## src/rtl/l2_req_arbiter.sv

```systemverilog
// Four-core round-robin front end for a shared L2: grants one request at a time,
// presents it to the L2 for L2_LAT cycles, returns data and broadcasts invalidates.
module l2_req_arbiter #(
    parameter int L2_LAT = 2
) (
    input  logic         clk,
    input  logic         rst_n,
    input  logic [3:0]   req,
    input  logic [3:0]   req_we,
    input  logic [127:0] req_addr,
    input  logic [255:0] req_wdata,
    output logic [3:0]   gnt,
    output logic [3:0]   rsp_valid,
    output logic [63:0]  rsp_data,
    output logic [63:0]  l2_in,
    output logic [1:0]   l2_mode,
    output logic [31:0]  l2_st,
    output logic         l2_ch,
    output logic [1:0]   l2_procinfo,
    input  logic [63:0]  l2_out,
    input  logic [3:0]   l2_sprocinfo,
    output logic         inv_valid,
    output logic [3:0]   inv_mask,
    output logic [31:0]  inv_addr
);

    typedef enum logic [1:0] {
        S_IDLE,
        S_ISSUE,
        S_WAIT,
        S_RESP
    } state_t;

    state_t      r_state;
    logic [1:0]  r_ptr;
    logic [3:0]  r_cnt;
    logic [1:0]  r_idx;
    logic        r_we;
    logic [31:0] r_addr;

    logic [1:0]  w_cand;
    logic [1:0]  w_winner;
    logic        w_found;

    // Scan upward from the pointer, wrapping 3 -> 0; first requester wins.
    always_comb begin
        w_cand   = r_ptr;
        w_winner = r_ptr;
        w_found  = 1'b0;
        for (int i = 0; i < 4; i++) begin
            w_cand = r_ptr + 2'(i);
            if (!w_found && req[w_cand]) begin
                w_winner = w_cand;
                w_found  = 1'b1;
            end
        end
    end

    assign gnt   = (rst_n && (r_state == S_IDLE) && w_found) ? (4'b0001 << w_winner) : 4'b0000;
    assign l2_ch = 1'b0;

    always_ff @(posedge clk or negedge rst_n) begin
        if (!rst_n) begin
            r_state     <= S_IDLE;
            r_ptr       <= 2'd0;
            r_cnt       <= 4'd0;
            r_idx       <= 2'd0;
            r_we        <= 1'b0;
            r_addr      <= 32'd0;
            rsp_valid   <= 4'd0;
            rsp_data    <= 64'd0;
            l2_in       <= 64'd0;
            l2_mode     <= 2'b01;
            l2_st       <= 32'd0;
            l2_procinfo <= 2'd0;
            inv_valid   <= 1'b0;
            inv_mask    <= 4'd0;
            inv_addr    <= 32'd0;
        end else begin
            case (r_state)
                S_IDLE: begin
                    if (w_found) begin
                        r_idx       <= w_winner;
                        r_we        <= req_we[w_winner];
                        r_addr      <= req_addr[{w_winner, 5'd0} +: 32];
                        l2_mode     <= req_we[w_winner] ? 2'b11 : 2'b00;
                        l2_st       <= req_addr[{w_winner, 5'd0} +: 32];
                        l2_in       <= req_wdata[{w_winner, 6'd0} +: 64];
                        l2_procinfo <= w_winner;
                        r_state     <= S_ISSUE;
                    end
                end
                S_ISSUE: begin
                    r_cnt   <= 4'd0;
                    r_state <= S_WAIT;
                end
                S_WAIT: begin
                    // L2 results are sampled on the edge that ends the last WAIT cycle.
                    if (r_cnt == 4'(L2_LAT - 1)) begin
                        r_state   <= S_RESP;
                        l2_mode   <= 2'b01;
                        rsp_valid <= 4'b0001 << r_idx;
                        if (r_we) begin
                            inv_valid <= 1'b1;
                            inv_mask  <= l2_sprocinfo & ~(4'b0001 << r_idx);
                            inv_addr  <= r_addr;
                        end else begin
                            rsp_data <= l2_out;
                        end
                    end else begin
                        r_cnt <= r_cnt + 4'd1;
                    end
                end
                S_RESP: begin
                    rsp_valid <= 4'd0;
                    inv_valid <= 1'b0;
                    r_ptr     <= r_idx + 2'd1;
                    r_state   <= S_IDLE;
                end
                default: r_state <= S_IDLE;
            endcase
        end
    end

endmodule

```

## config.mk

```make
export PLATFORM = sky130hd
export DESIGN_NAME = l2_req_arbiter
export DESIGN_NICKNAME = d
export VERILOG_FILES = /design/src/rtl/l2_req_arbiter.sv
export SDC_FILE = /design/constraint.sdc
export NUM_CORES = 1
export LEC_CHECK = 0
export ABC_AREA = 0
export CORE_AREA = 2 2 265 267
export CTS_BUF_LIST = sky130_fd_sc_hd__clkbuf_8
export CTS_CLUSTER_DIAMETER = 100
export DETAILED_ROUTE_END_ITERATION = 10
export DIE_AREA = 0 0 267 269
export PLACE_DENSITY_LB_ADDON = 0.25
export SLEW_MARGIN = 20
export SYNTH_ARGS = -nofsm -noshare
export SYNTH_HDL_FRONTEND = slang
export SYNTH_SLANG_ARGS = --single-unit
```

## constraint.sdc

```tcl
create_clock -name clk -period 2.98 [get_ports clk]
set_input_delay 0.596 -clock clk [delete_from_list [all_inputs] [get_ports clk]]
set_output_delay 0.596 -clock clk [all_outputs]
set_load 0.01 [all_outputs]
```

## Word-level counts from Yosys, hierarchy flattened

Index checks and enable logic that the tools add are counted.

- Multiplexer cells: 32
- $add $sub $neg: 5
- Order comparisons: 5
- Bitwise operators: 3
- Shift-type cells: 4
- Reductions and logical operators: 20
- Equality and inequality tests: 8

Operators with widths:

| operator | count |
|---|---|
| $shiftx 256x9->64 | 1 |
| $shiftx 128x8->32 | 1 |
| $mux 2 | 8 |
| $pmux 4 s2 | 2 |
| $lt 2x3->1 const B | 5 |
| $mux 4 | 3 |
| $reduce_and 3->1 | 4 |
| $mux 1 | 11 |
| $bmux 1 s2 | 5 |
| $ne 2x2->1 const B | 4 |
| $pmux 2 s4 | 1 |
| $reduce_and 2->1 | 4 |
| $shl 1x2->4 const A | 2 |
| $reduce_bool 2->1 | 3 |
| $logic_and 1x1->1 | 5 |
| $add 2x1->2 const B | 2 |
| $add 2x2->2 const B | 2 |
| $add 4x1->4 const B | 1 |
| $and 4x4->4 | 1 |
| $eq 2x2->1 const B | 2 |
| $eq 4x1->1 const B | 1 |
| $not 4->4 | 1 |
| $pmux 2 s2 | 1 |
| $logic_not 1->1 | 3 |
| 4 further kinds | 4 |

- Output and inout bits: 210
- Word-level logic and storage cells: 90
- Register bits after elaboration: 214

## Logic depth before layout (Yosys ltp)

- Depth in word-level cells: 17
- Mapped depth: 9

## Worst setup path before layout

No wires, ideal clock.

- Path type: input to output
- Start point: input port req[1]
- End point: output port gnt[1]
- Path slack: 0.615 ns
- Path buffers: 2
- Data required time: 2.384 ns
- Data arrival time: 1.769 ns
- Stages: 6
- Cell sequence: buf_4 inv_1 a2bb2oi_1 o31ai_2 clkbuf_1 nor2b_1

- Cells in the longest elaborated chain, start to end: 14
- Elaborated cells on any way between the ends: 24
- Classes of those cells: 1 x shift; 16 x mux; 7 x reduce/logical

Ends and longest elaborated chain:

| item | line | text |
|---|---|---|
| start: declaration | 8 | `input logic [3:0] req,` |
| $bmux 1 s2 | 52 | `if (!w_found && req[w_cand]) begin` |
| $mux 1 (implied by the code) | 52 |  |
| $mux 1 | 52 |  |
| $logic_not 1->1 | 52 |  |
| $logic_and 1x1->1 | 52 |  |
| $mux 1 | 52 |  |
| $logic_not 1->1 | 52 |  |
| $logic_and 1x1->1 | 52 |  |
| $mux 1 | 52 |  |
| $logic_not 1->1 | 52 |  |
| $logic_and 1x1->1 | 52 |  |
| $mux 2 or $mux 1 (tied branches) | 52 |  |
| $shl 1x2->4 or $logic_and 1x1->1 (tied branches) | 59 | `assign gnt = (rst_n && (r_state == S_IDLE) && w_found) ? (4'b0001 << w_winner) : 4'b0000;` |
| $mux 4 (*) | 59 |  |
| end: declaration | 12 | `output logic [3:0] gnt,` |

Every way passes the cells marked *; elsewhere a longest branch is shown, timed or not. The select of a mux whose other input is x is not followed.

## Final worst setup path

- Start point: input port req[0]
- End point: output port gnt[1]

Same word-level chain as after synthesis.

==> flow_summary_export.csv <==
group,metric,value,unit
outcome,status,"completed",
clock_tree,clock-sinks,214,
worst_hold_path,worstHoldEndpoint,"inv_mask[3]$_DFFE_PN0P_",
sta,post-route-min-period,2.90,ns
yosys,async_flop_share,100,%
worst_setup_path,endpoint_kind,"primary output",
sta,tightest_slew,0.908,ns
power,p_seq_share,26.3,%
routing,ant_nets,0,
placed_design,dp_slack,-0.294,ns
placed_design,portBuffers,670,
yosys,synth.ff_latch_count,214,
global_routing,grt_max_degree,132,
floorplan,core_area,0.0693,mm²
routing,wl_per_cell,23.2,µm
worst_setup_path,criticalPathCategory,"in2out",
sta,setup_viol,0,
floorplan,initial_core_util,18.5,%
power,power_density,921,mW/mm²
yosys,postSynthCellCount,1325,
cells_and_area,layout.nets,2453,
routing,vias_per_cell,4.82,
yosys,syn-cell-area,0.0128,mm²
clock_tree,clock-root-buffer,"clkbuf_8",
clock_tree,cts_buffers,46,
power,vdd_drop_max,0.609,mV
worst_setup_path,cp-start-kind,"input port",
global_routing,overflow,0,
placed_design,dp.cells,2868,
sta,slew_viol_final,0,
yosys,synth_top_area_share,41.7,%
worst_setup_path,arrival,2.30,ns
worst_hold_path,hold_path_depth,2,
yosys,yosysTopAreaCell,"dfrtp_1",
yosys,syn_area_per_cell,9.65,µm²
worst_setup_path,required,2.38,ns
sta,tns,0,ns
placed_design,dpl.hpwl,49.6,mm
global_routing,antenna_found_initial,17,
worst_setup_path,r2r_end,"r_addr[15]$_DFFE_PN0P_",
routing,vias,14300,
worst_setup_path,crit_fanout,7,
floorplan,num_rows,97,
power,p_int,12.1,mW
yosys,synthesis.nets,1798,
sta,worst_slack,0.0847,ns
clock_tree,clk_path_buf_depth,3,
clock_tree,clk_pin_slew_worst_paths,0.06,ns
routing,drtIter0Drc,854,
global_routing,grt_pass1_vias,14800,
cells_and_area,final_util,31.7,%
power,p_clk_share,16.5,%
routing,drc_errors,0,
global_routing,grt_first_pass_wirelength,97.4,mm
yosys,ys_warn_count,0,
sta,rsz0062_at_grt,"false",
clock_tree,cts_tree,"yes",
worst_hold_path,min_path_type,"reg2reg",
sta,fin_skew,0.0162,ns
power,p_sw_share,40.3,%
sta,max_freq,345,MHz
cells_and_area,drive_gt1_share,14.3,%
sta,hold_viol_final,0,
clock_tree,cts_htree_levels,2,
routing,wirelength,68.5,mm
yosys,ys.flop_type,"dfrtp_1",
flow_run,drv_cap,0,
worst_setup_path,r2r_cells,8,
clock_tree,insertion_delay,0.61,ns
cells_and_area,synthToLayoutAreaGrowth,71.5,%
power,power_switching,8.15,mW
worst_setup_path,reg2reg_setup_slack,0.76,ns
placed_design,gp_congestion,0.839,
floorplan,dieArea,0.0718,mm²
worst_setup_path,rr_startpoint,"r_ptr[1]$_DFFE_PN0P_",
yosys,synth_area_leaders,"dfrtp_1, mux2_2, nand2_1",
global_routing,grt_usage,18.1,%
floorplan,pin_count,672,
sta,period_share,97.2,%
routing,first_pass_iters,7,
yosys,synth_enable_flop_cells,0,
yosys,yosysSeqAreaShare,41.9,%
power,p_leak,8.62,nW
sta,maxSlewHeadroom,39.4,%
floorplan,die_w,267,µm
cells_and_area,stdcell_count,2958,
power,combPwrFrac,57.2,%
yosys,synth_cell_types,59,
floorplan,die_h,269,µm
worst_hold_path,min_from,"inv_mask[3]$_DFFE_PN0P_",
[cell type report]
class / count / area (µm²)
multi-input cells: 943 / 6710
diodes: 9 / 22.5
clock inverters: 19 / 126
inverters: 11 / 41.3
repair buffers: 764 / 7710
fillers: 7111 / 47400
flip-flops and latches: 214 / 5360
well taps: 940 / 1180
clock buffers: 58 / 798
[sequential cells by signal, indices dropped and copies added (netlist names), 4 cells and up]
signal,flops
inv_addr,32
inv_mask,4
l2_in,64
r_addr,32
r_cnt,4
rsp_data,64
rsp_valid,4
[routing by layer]
metal,GRT usage (%),vias to the layer above,wire [µm]
met3,5.39,139,5850
met5,0,-,88
li1,-,6403,-
met2,31.0,702,33400
met4,7.38,12,2170
met1,21.3,7011,27000
[kinds of logic after synthesis]
| kind of cell | share of synthesized area, % |
|---|---|
| compound gates | 25.6 |
| mux | 9.03 |
| xor+xnor | 0.0685 |
| flops | 41.9 |
| simple gates | 15.7 |
| other cells | 0.0293 |
| buf+inv | 6.61 |
| fa+ha+maj | 1.08 |
[cells in the final DEF, fill, tap and decap left out, drive strengths merged, types with 53 or more instances in the layout]
| cell | instances |
|---|---|
| nor2 | 56 |
| nand2 | 158 |
| dfrtp | 213 |
| nand3 | 53 |
| o21ai | 67 |
| clkdlybuf4s50 | 664 |
| clkbuf | 58 |
| mux2 | 97 |
| buf | 97 |
| a21oi | 60 |
[how the worst max path moves through the flow]
stage	from	end	slack (ns)	depth (start not counted)
2_1_floorplan	req[1]	gnt[1]	0.62	6
3_3_place_gp	req[0]	gnt[3]	-0.28	7
3_5_place_dp	req[0]	gnt[3]	-0.29	7
4_1_cts	r_ptr[1]$_DFFE_PN0P_	gnt[1]	0.02	6
5_1_grt	r_ptr[1]$_DFFE_PN0P_	gnt[1]	0.0004	6
6_report	req[0]	gnt[1]	0.08	8
[cells in the mapped netlist (all sizes together) (2+ instances only)]
library cell,instances
nand3,53
clkbuf,79
ha,11
buf,78
nand2b,10
nand4,49
nor2,56
nor3,2
o21ai,67
a221o,49
nor2b,10
and4,47
o31ai,51
nand3b,3
o31a,47
a211oi,2
dfrtp,213
a21oi,60
o21ba,2
inv,11
nand2,158
and2,2
mux2i,4
a221oi,47
o21bai,4
o22a,49
a31oi,48
mux2,97
[power groups by stage]
stage	Clock, mW	Combinational, mW	Sequential, mW
3_3_place_gp	0	11.5	5.33
5_1_grt	3.58	12.4	5.52
4_1_cts	3.47	11.7	5.34
3_5_place_dp	0	11.5	5.39
2_1_floorplan	0	4.86	5.84
6_report	3.33	11.6	5.32
[repair_timing]
action	CTS	global route
endpoints found under the setup margin	3	4
pin swaps	1	0
setup buffers	3	0
gates resized for setup	10	4
endpoints found under the hold margin	23	0
hold buffers	1	0
[critical path, cell delays in order]
cell and delay, ns:
clkdlybuf4s50_1 0.53, buf_4 0.21, buf_4 0.15, nand2b_1 0.14, nand3b_1 0.14, o31ai_4 0.10, nor2b_2 0.28, buf_12 0.15
[stage by stage]
stage	total power, mW	area (µm²)	hold WS, ns
detailed placement	16.9	20900	0.473
finish	20.2	21900	0.482
CTS	20.5	21900	0.488
global placement	16.8	20900	0.465
global route	21.5	21900	0.505
floorplan	10.7	12800	0.300
Note: power is estimated with default switching activity, not from simulation.
